--- config.mk ---
export PLATFORM = sky130hd
export DESIGN_NAME = spi_rx_deserializer
export DESIGN_NICKNAME = d
export VERILOG_FILES = /design/src/rtl/spi_pkg.sv /design/src/rtl/spi_rx_shifter.sv /design/src/rtl/spi_rx_deserializer.sv
export SDC_FILE = /design/constraint.sdc
export NUM_CORES = 1
export LEC_CHECK = 0
export BUFFER_PORTS_ARGS = -buffer_cell sky130_fd_sc_hd__buf_2
export CAP_MARGIN = 20
export CORE_ASPECT_RATIO = 1.1
export CORE_MARGIN = 4
export CORE_UTILIZATION = 50
export DETAILED_ROUTE_END_ITERATION = 8
export PLACE_DENSITY = 0.74
export SKIP_CTS_REPAIR_TIMING = 1
export SKIP_LAST_GASP = 1
export SYNTH_ARGS = -nofsm -noshare
export SYNTH_HDL_FRONTEND = slang
export SYNTH_SLANG_ARGS = --single-unit
--- constraint.sdc ---
create_clock -name clk -period 3.15 [get_ports clk]
set_input_delay 0.4725 -clock clk [delete_from_list [all_inputs] [get_ports clk]]
set_output_delay 0.4725 -clock clk [all_outputs]
set_load 0.01 [all_outputs]
--- src/rtl/spi_pkg.sv ---
// rtl/spi_pkg.sv - shared encodings and helpers for the Quad-SPI receive path
//
// Contents:
//   spi_mode_e      : IO width encoding (single/dual/quad; 3 is reserved and behaves as single)
//   rx_state_e      : receive FSM states
//   RX_FIFO_DEPTH   : depth of the receive FIFO
//   bits_per_sample : IO bits captured per sample strobe for a given mode
package spi_pkg;

  typedef enum logic [1:0] {
    SPI_MODE_SINGLE = 2'd0,
    SPI_MODE_DUAL   = 2'd1,
    SPI_MODE_QUAD   = 2'd2,
    SPI_MODE_RSVD   = 2'd3
  } spi_mode_e;

  typedef enum logic [1:0] {
    IDLE   = 2'd0,
    SHIFT  = 2'd1,
    PUSH   = 2'd2,
    FINISH = 2'd3
  } rx_state_e;

  localparam int RX_FIFO_DEPTH = 261;

  function automatic logic [3:0] bits_per_sample(input logic [1:0] mode);
    case (mode)
      SPI_MODE_DUAL: return 4'd2;
      SPI_MODE_QUAD: return 4'd4;
      default:       return 4'd1;
    endcase
  endfunction

endpackage

--- src/rtl/spi_rx_shifter.sv ---
// rtl/spi_rx_shifter.sv - MSB-first byte assembler with 1/2/4-bit insert
//
// Ports:
//   clk, reset  : clock, synchronous active-high reset
//   clear       : restart assembly of a new byte (transfer start)
//   sample_en   : capture IO lines this cycle
//   bits        : bits inserted per sample (1, 2 or 4)
//   io_in       : SPI IO[3:0]; single mode takes IO1 (MISO)
//   data        : shift register contents; holds the full byte after the final sample
//   byte_ready  : high during the sample that completes a byte
module spi_rx_shifter (
  input  logic       clk,
  input  logic       reset,
  input  logic       clear,
  input  logic       sample_en,
  input  logic [3:0] bits,
  input  logic [3:0] io_in,
  output logic [7:0] data,
  output logic       byte_ready
);

  logic [3:0] bit_cnt;
  logic [7:0] shifted;

  always_comb begin
    case (bits)
      4'd2:    shifted = {data[5:0], io_in[1:0]};
      4'd4:    shifted = {data[3:0], io_in};
      default: shifted = {data[6:0], io_in[1]};
    endcase
  end

  // Counting bits rather than samples keeps one comparator for all modes.
  assign byte_ready = sample_en && ((bit_cnt + bits) == 4'd8);

  always_ff @(posedge clk) begin
    if (reset || clear) begin
      data    <= 8'd0;
      bit_cnt <= 4'd0;
    end else if (sample_en) begin
      data    <= shifted;
      bit_cnt <= byte_ready ? 4'd0 : bit_cnt + bits;
    end
  end

endmodule

--- src/rtl/spi_rx_deserializer.sv ---
// rtl/spi_rx_deserializer.sv - Quad-SPI receive shift stage feeding the RX FIFO
//
// Build option: SPI_RX_STALL_EN - hold in PUSH with stall=1 while the FIFO is
//   full instead of dropping the byte and setting overflow.
//
// Ports:
//   clk, reset   : clock, synchronous active-high reset
//   start        : one-cycle pulse; latches mode and rx_len (ignored while busy)
//   mode         : 0 single, 1 dual, 2 quad, 3 treated as single
//   rx_len       : bytes to receive (0 legal)
//   sample_en    : IO lines valid this cycle
//   io_in        : SPI IO[3:0]
//   fifo_full    : RX FIFO full
//   fifo_wr_en   : FIFO write strobe, fifo_data valid with it
//   fifo_data    : received byte
//   busy         : transfer in progress (covers the done cycle)
//   done         : one-cycle completion pulse
//   overflow     : sticky, a byte met a full FIFO; cleared by start
//   byte_cnt     : bytes completed in the current transfer
//   stall        : SCK hold request
module spi_rx_deserializer
  import spi_pkg::*;
#(
  parameter int LEN_W   = 9,
  parameter int MAX_LEN = RX_FIFO_DEPTH
) (
  input  logic             clk,
  input  logic             reset,
  input  logic             start,
  input  logic [1:0]       mode,
  input  logic [LEN_W-1:0] rx_len,
  input  logic             sample_en,
  input  logic [3:0]       io_in,
  input  logic             fifo_full,
  output logic             fifo_wr_en,
  output logic [7:0]       fifo_data,
  output logic             busy,
  output logic             done,
  output logic             overflow,
  output logic [LEN_W-1:0] byte_cnt,
  output logic             stall
);

  if (MAX_LEN >= (1 << LEN_W)) begin : g_bad_max_len
    $error("MAX_LEN does not fit in LEN_W bits");
  end

  rx_state_e        state;
  logic [3:0]       bits_q;
  logic [LEN_W-1:0] len_q;
  logic [LEN_W-1:0] cnt_next;
  logic             accept;
  logic             shift_en;
  logic             byte_ready;
  logic             push_advance;
  logic [7:0]       byte_data;

  // busy stays high through the done cycle, which is what rejects a start
  // arriving together with done.
  assign accept   = (state == IDLE) && start && !busy;
  assign shift_en = (state == SHIFT) && sample_en;
  assign cnt_next = byte_cnt + LEN_W'(1);

  spi_rx_shifter u_shifter (
    .clk        (clk),
    .reset      (reset),
    .clear      (accept),
    .sample_en  (shift_en),
    .bits       (bits_q),
    .io_in      (io_in),
    .data       (byte_data),
    .byte_ready (byte_ready)
  );

  // The FIFO handshake is combinational so a full flag that drops is seen
  // in the same cycle the write goes out.
  assign fifo_wr_en = (state == PUSH) && !fifo_full;
  assign fifo_data  = byte_data;

`ifdef SPI_RX_STALL_EN
  assign push_advance = !fifo_full;
  assign stall        = (state == PUSH) && fifo_full;
`else
  assign push_advance = 1'b1;
  assign stall        = 1'b0;
`endif

  always_ff @(posedge clk) begin
    if (reset) begin
      state    <= IDLE;
      bits_q   <= 4'd1;
      len_q    <= '0;
      byte_cnt <= '0;
      busy     <= 1'b0;
      done     <= 1'b0;
      overflow <= 1'b0;
    end else begin
      done <= 1'b0;
      if (done) busy <= 1'b0;
      case (state)
        IDLE: begin
          if (accept) begin
            bits_q   <= bits_per_sample(mode);
            len_q    <= rx_len;
            byte_cnt <= '0;
            overflow <= 1'b0;
            busy     <= 1'b1;
            state    <= (rx_len == '0) ? FINISH : SHIFT;
          end
        end
        SHIFT: begin
          if (byte_ready) state <= PUSH;
        end
        PUSH: begin
          if (push_advance) begin
            if (fifo_full) overflow <= 1'b1;
            byte_cnt <= cnt_next;
            if (cnt_next == len_q) begin
              state <= FINISH;
              done  <= 1'b1;
            end else begin
              state <= SHIFT;
            end
          end
        end
        FINISH: begin
          // Arriving from PUSH, done is already up; a zero-length transfer
          // raises it here, one cycle later.
          if (!done) done <= 1'b1;
          state <= IDLE;
        end
        default: state <= IDLE;
      endcase
    end
  end

endmodule

==> impl_metrics.toml <==
[status]
status = "finished clean"

[global_route]
antenna_found_initial = 0
grt_use_total = 0.198
grt_pass1_vias = 1674
grt_pass1_wl_mm = 7.56
grt_overflow = 0
grt_max_degree = 27

[placed_design]
place_area_sq_um = 2210
dpl.hpwl_mm = 3.43
gp_congestion = 0.912
portBuffers = 40
post-place-cells = 330
pre_cts_slack_ps = 1230

[power]
p_leak_nw = 1.01
p_per_area_nw_per_um2 = 451
ir_drop_v = 0.000302

[logic_synthesis]
synth-compound-area-share = 0.214
avgSynthCellArea_sq_um = 7.94
synth_edf_count = 0
synth_adder_area_share = 0.0481
synthFlopType = "dfxtp_1"
synth_top_family_by_area = "simple AND/OR/NAND/NOR gates"
syn_area_sq_um = 1980
ys_seq_area_frac = 0.385
syn-instance-count = 249
synth_nets = 276
synthMuxAreaShare = 0.0101
yosysWarningCount = 0
synth-xor-area-share = 0.0531
ys_ff_latch = 38
async_reset_ff_frac = 0
synth-simple-area-share = 0.250
yosysUniqueCellTypes = 42

[floorplan]
initial_core_util = 0.529
die-area_sq_um = 5030
core_sq_um = 3740
dieHeight_um = 74.0
ios = 42
rows = 23
fp.dieW_um = 68.0

[setup_path]
startpoint = "bits_q[0]"
path_max_fanout = 4
start_kind = "flop"
worstPathCellList = "ha_1 > inv_1 > fa_1 > xnor2_1 > nor3b_1 > a311o_1 > a21oi_1"
critPathTopFamily = "adder cells"
slowest_stage = "dfxtp_1"
crit_type = "flop to flop"
cp.required_ps = 3300
worstReg2RegStart = "bits_q[0]"
worst_path_largest_cell_delay_ps = 370
cp_num_buf_inv = 1
arrival_ps = 2090
end_kind = "flop"

[route]
initialDrtViolationCount = 134
finalWirelength_mm = 4.69
postRouteAntennaNets = 0
vias = 1874
wl_per_cell_um = 13.9
routed_via_density = 5.56
dr.pass1.iters = 4
drc = 0

[sta]
tightest_slew_ps = 981
setup_tns_ps = 0
fmax_mhz = 515
setup_violations = 0
max_slew_margin = 0.345
fin_worst_skew_ps = 4.30
min_period_ps = 1940
drv_slew = 0
finalWorstSetupSlack_ps = 1210
hold_slack_ps = 436
final-hold-violation-count = 0
post-route-period-util = 0.616
rsz0062_at_grt = "false"

[clock_network]
cts_sinks = 38
clk_pin_slew_ps = 70
htreeDepth = 2
cts_buffer_depth = 2
clkLatencyLatePin_ps = 290
root_buffer = "clkbuf_8"
numCtsBuffers = 5
cts_tree = "yes"

[layout]
final_area_sq_um = 2280
finalNetCount = 314
drive_gt1_frac = 0.178
instances_no_fill = 337
num_antenna_cells = 0
area_growth_pct = 15.4
final_cell_mix = "40 x a21oi_1, 40 x buf_2, 38 x dfxtp_1"

[min_path]
min_from = "rx_len[1]"
holdCritPathClass = "input port to flop"

[job]
drv_cap = 0
-- final timing paths --
kind / cells past startpoint / slack, ps / endpoint
min: 3 / 440 / len_q[1]
min reg2reg: 2 / 460 / u_shifter.bit_cnt[0]
max reg2reg: 7 / 1210 / state[0]
max: 7 / 1210 / state[0]
-- cells in the mapped netlist, types with 3 or more instances --
cell type	count	share of area
a21oi_1	40	0.10
dfxtp_1	38	0.38
nand2_1	37	0.070
nor2_1	19	0.036
o21ai_0	15	0.038
inv_1	7	0.013
nand3_1	7	0.018
xnor2_1	7	0.031
a221oi_1	6	0.027
clkbuf_1	6	0.011
ha_1	6	0.038
nor3_1	5	0.013
xor2_1	5	0.022
and3_1	4	0.013
nand2b_1	4	0.013
nor3b_1	4	0.015
a211oi_1	3	0.011
and4_1	3	0.013
buf_2	3	0.0076
nor2b_1	3	0.0095
-- power by group --
part | leakage, nW | internal, mW | total (mW) | switching, mW
clock network | 0.0383 | 0.152 | 0.314 | 0.162
logic | 0.661 | 0.0703 | 0.180 | 0.110
registers | 0.309 | 0.508 | 0.535 | 0.0270
total | 1.01 | 0.731 | 1.03 | 0.299
-- per-layer routing --
| metal | share of wire | routed length (um) | track usage | vias to the layer above |
|---|---|---|---|---|
| li1 | - | - | - | 952 |
| met1 | 0.45 | 2120 | 0.251 | 869 |
| met2 | 0.48 | 2260 | 0.320 | 44 |
| met3 | 0.048 | 224 | 0.0483 | 9 |
| met4 | 0.017 | 80 | 0.0795 | 0 |
| met5 | 0 | 0 | 0 | - |
-- logic make-up (layout without fill, tap and decap cells) --
| family | after synthesis | in the layout |
|---|---|---|
| simple gates | 98 | 98 |
| compound gates | 73 | 73 |
| flops | 38 | 38 |
| buf+inv | 18 | 56 |
| xor+xnor | 12 | 12 |
| fa+ha+maj | 7 | 7 |
| mux | 2 | 2 |
| other cells | 1 | 1 |
-- metrics by stage --
stage / utilization / total power [mW]
5_1_grt: 0.610 / 1.08
4_1_cts: 0.610 / 1.04
3_5_place_dp: 0.590 / 0.726
6_report: 0.610 / 1.03
3_3_place_gp: 0.590 / 0.721
2_1_floorplan: - / 0.667
-- layout make-up --
class | count | area [sq um]
Clock buffer | 7 | 76.3
Tap cell | 50 | 62.6
Fill cell | 359 | 1460
Inverter | 7 | 26.3
Multi-Input combinational cell | 193 | 1140
Sequential cell | 38 | 761
Timing Repair Buffer | 42 | 215
-- sequential cells by signal, summed over array words and instances, names as in the netlist --
register / count
bits_q: 3
busy: 1
byte_cnt: 9
done: 1
len_q: 9
overflow: 1
state: 2
u_shifter.bit_cnt: 4
u_shifter.data: 8
-- worst reg2reg max path, cell delays in order (launching register included) --
cell     delay (ps)
dfxtp_1         370
ha_1            180
inv_1            50
fa_1            370
xnor2_1         160
nor3b_1         330
a311o_1         250
a21oi_1          80
Power figures use the tool's default switching activity.
